## config.mk

```make
export PLATFORM = sky130hd
export DESIGN_NAME = core_sequencer
export DESIGN_NICKNAME = d
export VERILOG_FILES = /design/src/rtl/core_seq_pkg.sv /design/src/rtl/core_sequencer_inst_enc.sv /design/src/rtl/core_sequencer.sv
export SDC_FILE = /design/constraint.sdc
export NUM_CORES = 1
export LEC_CHECK = 0
export CORE_MARGIN = 4
export CORE_UTILIZATION = 40
export DETAILED_ROUTE_END_ITERATION = 12
export MAX_ROUTING_LAYER = met4
export PLACE_DENSITY = 0.77
export SYNTH_ARGS = -nofsm -noshare
export SYNTH_HDL_FRONTEND = slang
export SYNTH_SLANG_ARGS = --single-unit
```

## constraint.sdc

```tcl
create_clock -name clk -period 5.6 [get_ports clk]
set_clock_uncertainty 0.05 [all_clocks]
set_input_delay 0.56 -clock clk [delete_from_list [all_inputs] [get_ports clk]]
set_output_delay 0.56 -clock clk [all_outputs]
set_load 0.03 [all_outputs]
```

## src/rtl/core_seq_pkg.sv

```systemverilog
// core_seq_pkg: shared FSM state type and instruction-word field positions for core_sequencer
package core_seq_pkg;
  typedef enum logic [2:0] {IDLE, WR_K, WR_Q, LOAD_K, EXEC, DRAIN, OUT, DONE} state_e;
  localparam int OFIFO_RD = 16;
  localparam int EXECUTE = 7;
  localparam int LOAD = 6;
  localparam int QMEM_RD = 5;
  localparam int QMEM_WR = 4;
  localparam int KMEM_RD = 3;
  localparam int KMEM_WR = 2;
  localparam int PMEM_RD = 1;
  localparam int PMEM_WR = 0;
  localparam int QK_ADD_LSB = 12;
  localparam int P_ADD_LSB = 8;
endpackage

```

## src/rtl/core_sequencer_inst_enc.sv

```systemverilog
// seq_inst_enc: combinational map from sequencer state and counter to the 17-bit core instruction
module seq_inst_enc
  import core_seq_pkg::*;
#(
  parameter int col = 8
) (
  input  state_e      state_i,
  input  logic [4:0]  cnt_i,
  output logic [16:0] inst_o
);
  logic [16:0] qk, pa;
  assign qk = 17'(cnt_i[3:0]) << QK_ADD_LSB;
  assign pa = 17'(cnt_i[3:0]) << P_ADD_LSB;
  always_comb begin
    inst_o = '0;
    case (state_i)
      WR_K:    inst_o = (17'd1 << KMEM_WR) | qk;
      WR_Q:    inst_o = (17'd1 << QMEM_WR) | qk;
      LOAD_K:  inst_o = (cnt_i < 5'(col)) ? ((17'd1 << KMEM_RD) | (17'd1 << LOAD) | qk) : '0;
      EXEC:    inst_o = (17'd1 << QMEM_RD) | (17'd1 << EXECUTE) | qk;
      OUT:     inst_o = (17'd1 << OFIFO_RD) | (17'd1 << PMEM_WR) | pa;
      default: inst_o = '0;
    endcase
  end
endmodule

```

## src/rtl/core_sequencer.sv

```systemverilog
// core_sequencer: sequences one attention-score pass (load K/Q, load, execute, drain, retire); SEQ_PERF_EN adds cycle_cnt
module core_sequencer
  import core_seq_pkg::*;
#(
  parameter int col   = 8,
  parameter int bw    = 8,
  parameter int pr    = 8,
  parameter int drain = 12
) (
  input  logic             clk,
  input  logic             reset,
  input  logic             start,
  input  logic [4:0]       n_q,
  input  logic [pr*bw-1:0] data_in,
  input  logic             data_valid,
  output logic             data_ready,
  output logic [pr*bw-1:0] mem_out,
  output logic [16:0]      inst_out,
  output logic             busy,
  output logic             done
`ifdef SEQ_PERF_EN
  ,
  output logic [15:0]      cycle_cnt
`endif
);
  state_e state_q, state_d;
  logic [4:0] cnt_q, cnt_d, nq_q, nq_d;
  logic [16:0] inst_q, inst_d, enc_inst;
  logic [pr*bw-1:0] mem_q;
  logic xfer, q_last;

  seq_inst_enc #(.col(col)) u_enc (.state_i(state_q), .cnt_i(cnt_q), .inst_o(enc_inst));

  always_ff @(posedge clk) begin
    if (reset) begin
      state_q <= IDLE;
      cnt_q   <= '0;
      nq_q    <= '0;
      inst_q  <= '0;
      mem_q   <= '0;
    end else begin
      state_q <= state_d;
      cnt_q   <= cnt_d;
      nq_q    <= nq_d;
      inst_q  <= inst_d;
      if (xfer) mem_q <= data_in;
    end
  end

  assign q_last = cnt_q == nq_q - 5'd1;

  always_comb begin
    state_d = state_q;
    cnt_d   = cnt_q + 5'd1;
    nq_d    = nq_q;
    case (state_q)
      IDLE: begin
        cnt_d = '0;
        if (start) begin
          nq_d    = (n_q > 5'd16) ? 5'd16 : n_q;
          state_d = (n_q == 5'd0) ? DONE : WR_K;
        end
      end
      WR_K: begin
        if (!xfer) cnt_d = cnt_q;
        else if (cnt_q == 5'(col - 1)) begin
          state_d = WR_Q;
          cnt_d   = '0;
        end
      end
      WR_Q: begin
        if (!xfer) cnt_d = cnt_q;
        else if (q_last) begin
          state_d = LOAD_K;
          cnt_d   = '0;
        end
      end
      // cnt == col is the single idle cycle between the K load and the first execute
      LOAD_K: begin
        if (cnt_q == 5'(col)) begin
          state_d = EXEC;
          cnt_d   = '0;
        end
      end
      EXEC: begin
        if (q_last) begin
          state_d = DRAIN;
          cnt_d   = '0;
        end
      end
      DRAIN: begin
        if (cnt_q == 5'(drain - 1)) begin
          state_d = OUT;
          cnt_d   = '0;
        end
      end
      OUT: begin
        if (q_last) begin
          state_d = DONE;
          cnt_d   = '0;
        end
      end
      default: begin
        state_d = IDLE;
        cnt_d   = '0;
      end
    endcase
  end

  always_comb begin
    data_ready = (state_q == WR_K) || (state_q == WR_Q);
    busy       = state_q != IDLE;
    done       = state_q == DONE;
    xfer       = data_ready && data_valid;
    inst_d     = (data_ready && !data_valid) ? '0 : enc_inst;
  end

  assign inst_out = inst_q;
  assign mem_out  = mem_q;

`ifdef SEQ_PERF_EN
  logic [15:0] cyc_q;
  always_ff @(posedge clk) begin
    if (reset) cyc_q <= '0;
    else if (state_q == IDLE && start) cyc_q <= '0;
    else if (busy && cyc_q != 16'hFFFF) cyc_q <= cyc_q + 16'd1;
  end
  assign cycle_cnt = cyc_q;
`endif
endmodule
```

==> summary.txt <==
STA
  – Fin Hold WS: 0.4093 ns
  – Final setup TNS: 0 ns
  – Slew HR: 0.2173
  – Slew Viols, Final: 0
  – Tmin final: 2.785 ns
  – Final period utilization: 0.4974
  – Final worst slack: 2.815 ns
  – RSZ-0062 raised after global routing: no
  – Final hold viol count: 0
  – Tightest Pin Transition: 1.170 ns
  – Final setup violation count: 0
  – F_max: 359.0 MHz

Global route
  – Initial antenna violation count: 0
  – Overall routing resource usage: 0.1981
  – Largest net degree at the start of global routing: 66
  – Vias in the first global route: 3504
  – First-pass GRT wire length: 15910 um
  – Gr ovfl total: 0

Detailed routing
  – Total number of vias: 3423
  – Via density: 5.034
  – Drt first-iter violations: 118
  – Drc violations: 0
  – DRT Pass-1 Iters: 4
  – Routed WL: 9816 um
  – DR WL/cell: 14.44 um
  – Antenna viol nets, final: 0

Setup path
  – Worst path slowest cell: clkdlybuf4s50_1
  – Required @ worst endpoint: 4.99 ns
  – R2R Path End: mem_out[19]
  – Setup crit start kind: flop
  – Slowest stage delay, CP: 0.73 ns
  – Cell family with most CP delay: buffers and inverters
  – Critical Path AT: 2.18 ns
  – R2R Setup Slk: 3.03 ns
  – R2R depth: 5
  – Reg2reg start: state_q[0]
  – Critical Path Fanout Max: 16
  – CP Capture Type: output pin
  – CP Cell Sequence: xnor2_2 > nor2_1 > clkdlybuf4s50_1
  – Critical Path Source: state_q[0]
  – Bufs and invs on worst path: 1
  – Critical path class: flop to output pin

Finish
  – Most frequent cells in the layout: clkdlybuf4s50_1 (154), nand2_1 (141), dfxtp_1 (90), a21oi_1 (72), nor2_1 (14)
  – Area growth syn-to-layout: 48.83%
  – Share of layout cells above drive strength 1: 0.04696
  – Commonest non-fill, non-tap cell in the layout: clkdlybuf4s50_1
  – N_diodes: 0
  – Final std cells w/o fill: 680
  – Fill cell count: 748
  – Design Area, Final: 5244 sq um
  – # nets final: 646

Power
  – Lkg Pwr: 1.814 nW
  – Peak supply drop: 215.7 uV
  – Pwr dens: 445.0 nW/um^2

Yosys
  – Synth Register Bits: 90
  – Synth Area per Inst: 8.063 sq um
  – Number of synthesized flops with an enable pin: 0
  – Netlist cell types: 45
  – Synthesized area: 3523 sq um
  – Mapped Cells: 437
  – Syn Nets: 513
  – Synth async-reset ratio: 0
  – Dominant synthesized flop cell: dfxtp_1
  – Sequential area share after synthesis: 0.5114
  – Synth warn: 0

Clock network
  – Hold_buf cts: 0
  – Root Driver: clkbuf_8
  – Max Buffers Root-to-Sink: 2
  – CTS clock-pin slew for the worst setup and hold paths: 0.10 ns
  – Clock Sinks: 90
  – Htree depth: 3
  – TritonCTS clock tree: built
  – Number of CTS-inserted buffers: 9
  – CTS resizes: 0
  – Worst-Skew Late Latency: 0.34 ns
  – Post-CTS Setup Inserts: 0

Floorplan
  – Core area: 8382 sq um
  – Starting Density: 0.4204
  – Die H: 101.9 um
  – IO Count: 157
  – Site Rows: 33
  – Die area: 10370 sq um
  – Die width: 101.9 um

Place
  – Dpl ws: 2.844 ns
  – Final HPWL DP: 7004 um
  – Placed cell area: 5049 sq um
  – Buffers on Ports: 155
  – Post-Place Cells: 664
  – RD Place Congestion: 0.8243

Hold path
  – Worst Hold Path EP: mem_out[44]
  – Hold path depth: 2
  – Critical hold path startpoint: mem_out[44]
  – Worst min-delay path class: flop to flop

Flow run
  – Max Cap Viol: 0

Status
  – Status: complete, no violations
-- sequential cells by signal (all words and copies together), names as in the netlist --
signal	flops
mem_out	64
nq_q	5
inst_out	13
state_q	3
cnt_q	5
-- worst max-delay path by stage --
stage	end	slack [ns]	cells past startpoint
after floorplan	state_q[1]	3.65	5
after global placement	mem_out[23]	2.97	4
after detailed placement	mem_out[62]	2.84	4
after CTS	data_ready	2.81	3
after global routing	data_ready	2.71	3
final	data_ready	2.81	3
-- worst min-delay path, stage by stage (launching register included) --
cell and delay (ns):
dfxtp_1 0.32, nand2_1 0.05, a21oi_1 0.05
-- power by group --
group | total [mW] | switching (mW) | internal (mW)
Clock | 0.439 | 0.232 | 0.207
Combinational | 1.03 | 0.630 | 0.405
Sequential | 0.860 | 0.0955 | 0.764
-- cells in the mapped netlist, types with 2 or more instances --
cell type	n	area [sq um]
nor2_1	14	52.55
dfxtp_1	90	1802
xnor2_1	8	70.07
ha_1	3	37.54
a21oi_1	72	360.4
nand2_1	142	533.0
and2_1	3	18.77
nand2b_1	3	18.77
o21ai_0	4	20.02
nor2b_1	3	18.77
buf_4	5	37.54
inv_1	9	33.78
a31oi_1	2	12.51
nand3_1	3	15.01
xor2_1	2	17.52
or2_2	2	12.51
nand3b_1	6	45.04
clkbuf_1	19	71.32
buf_2	8	40.04
nor3_1	10	50.05
nor4_1	3	18.77
a221oi_1	2	17.52
or4_1	2	15.01
-- per-layer routing --
metal  global-route usage  vias up  wire length [um]
met5                    -        -                 0
met4              0.07669        0               155
met3              0.05119       19               894
met2               0.3169      149              4558
met1               0.2404     1560              4207
li1                     -     1695                 -
-- final cells by class --
| cell class | count | area (sq um) | share of cell area |
|---|---|---|---|
| repair buffers | 156 | 1554 | 0.2963 |
| well taps | 105 | 131.4 | 0.02505 |
| clock buffers | 10 | 127.6 | 0.02434 |
| multi-input cells | 304 | 1528 | 0.2913 |
| inverters | 9 | 33.78 | 0.006442 |
| clock inverters | 6 | 67.56 | 0.01288 |
| flip-flops and latches | 90 | 1802 | 0.3436 |
-- metrics by stage --
| stage | total power [mW] | utilization |
|---|---|---|
| 2_1_floorplan | 1.540 | - |
| 3_3_place_gp | 1.889 | 0.6023 |
| 3_5_place_dp | 1.914 | 0.6023 |
| 4_1_cts | 2.357 | 0.6256 |
| 5_1_grt | 2.486 | 0.6256 |
| 6_report | 2.333 | 0.6256 |
-- kinds of logic after synthesis --
family	share of synthesized area
and+or+nand+nor	0.2443
AOI/OAI and AO/OA	0.1442
DFF	0.5114
buffers and inverters	0.05611
xor gates and xnor gates	0.02948
adders and majority gates	0.01350
other	0.001064
Power figures use the tool's default switching activity.
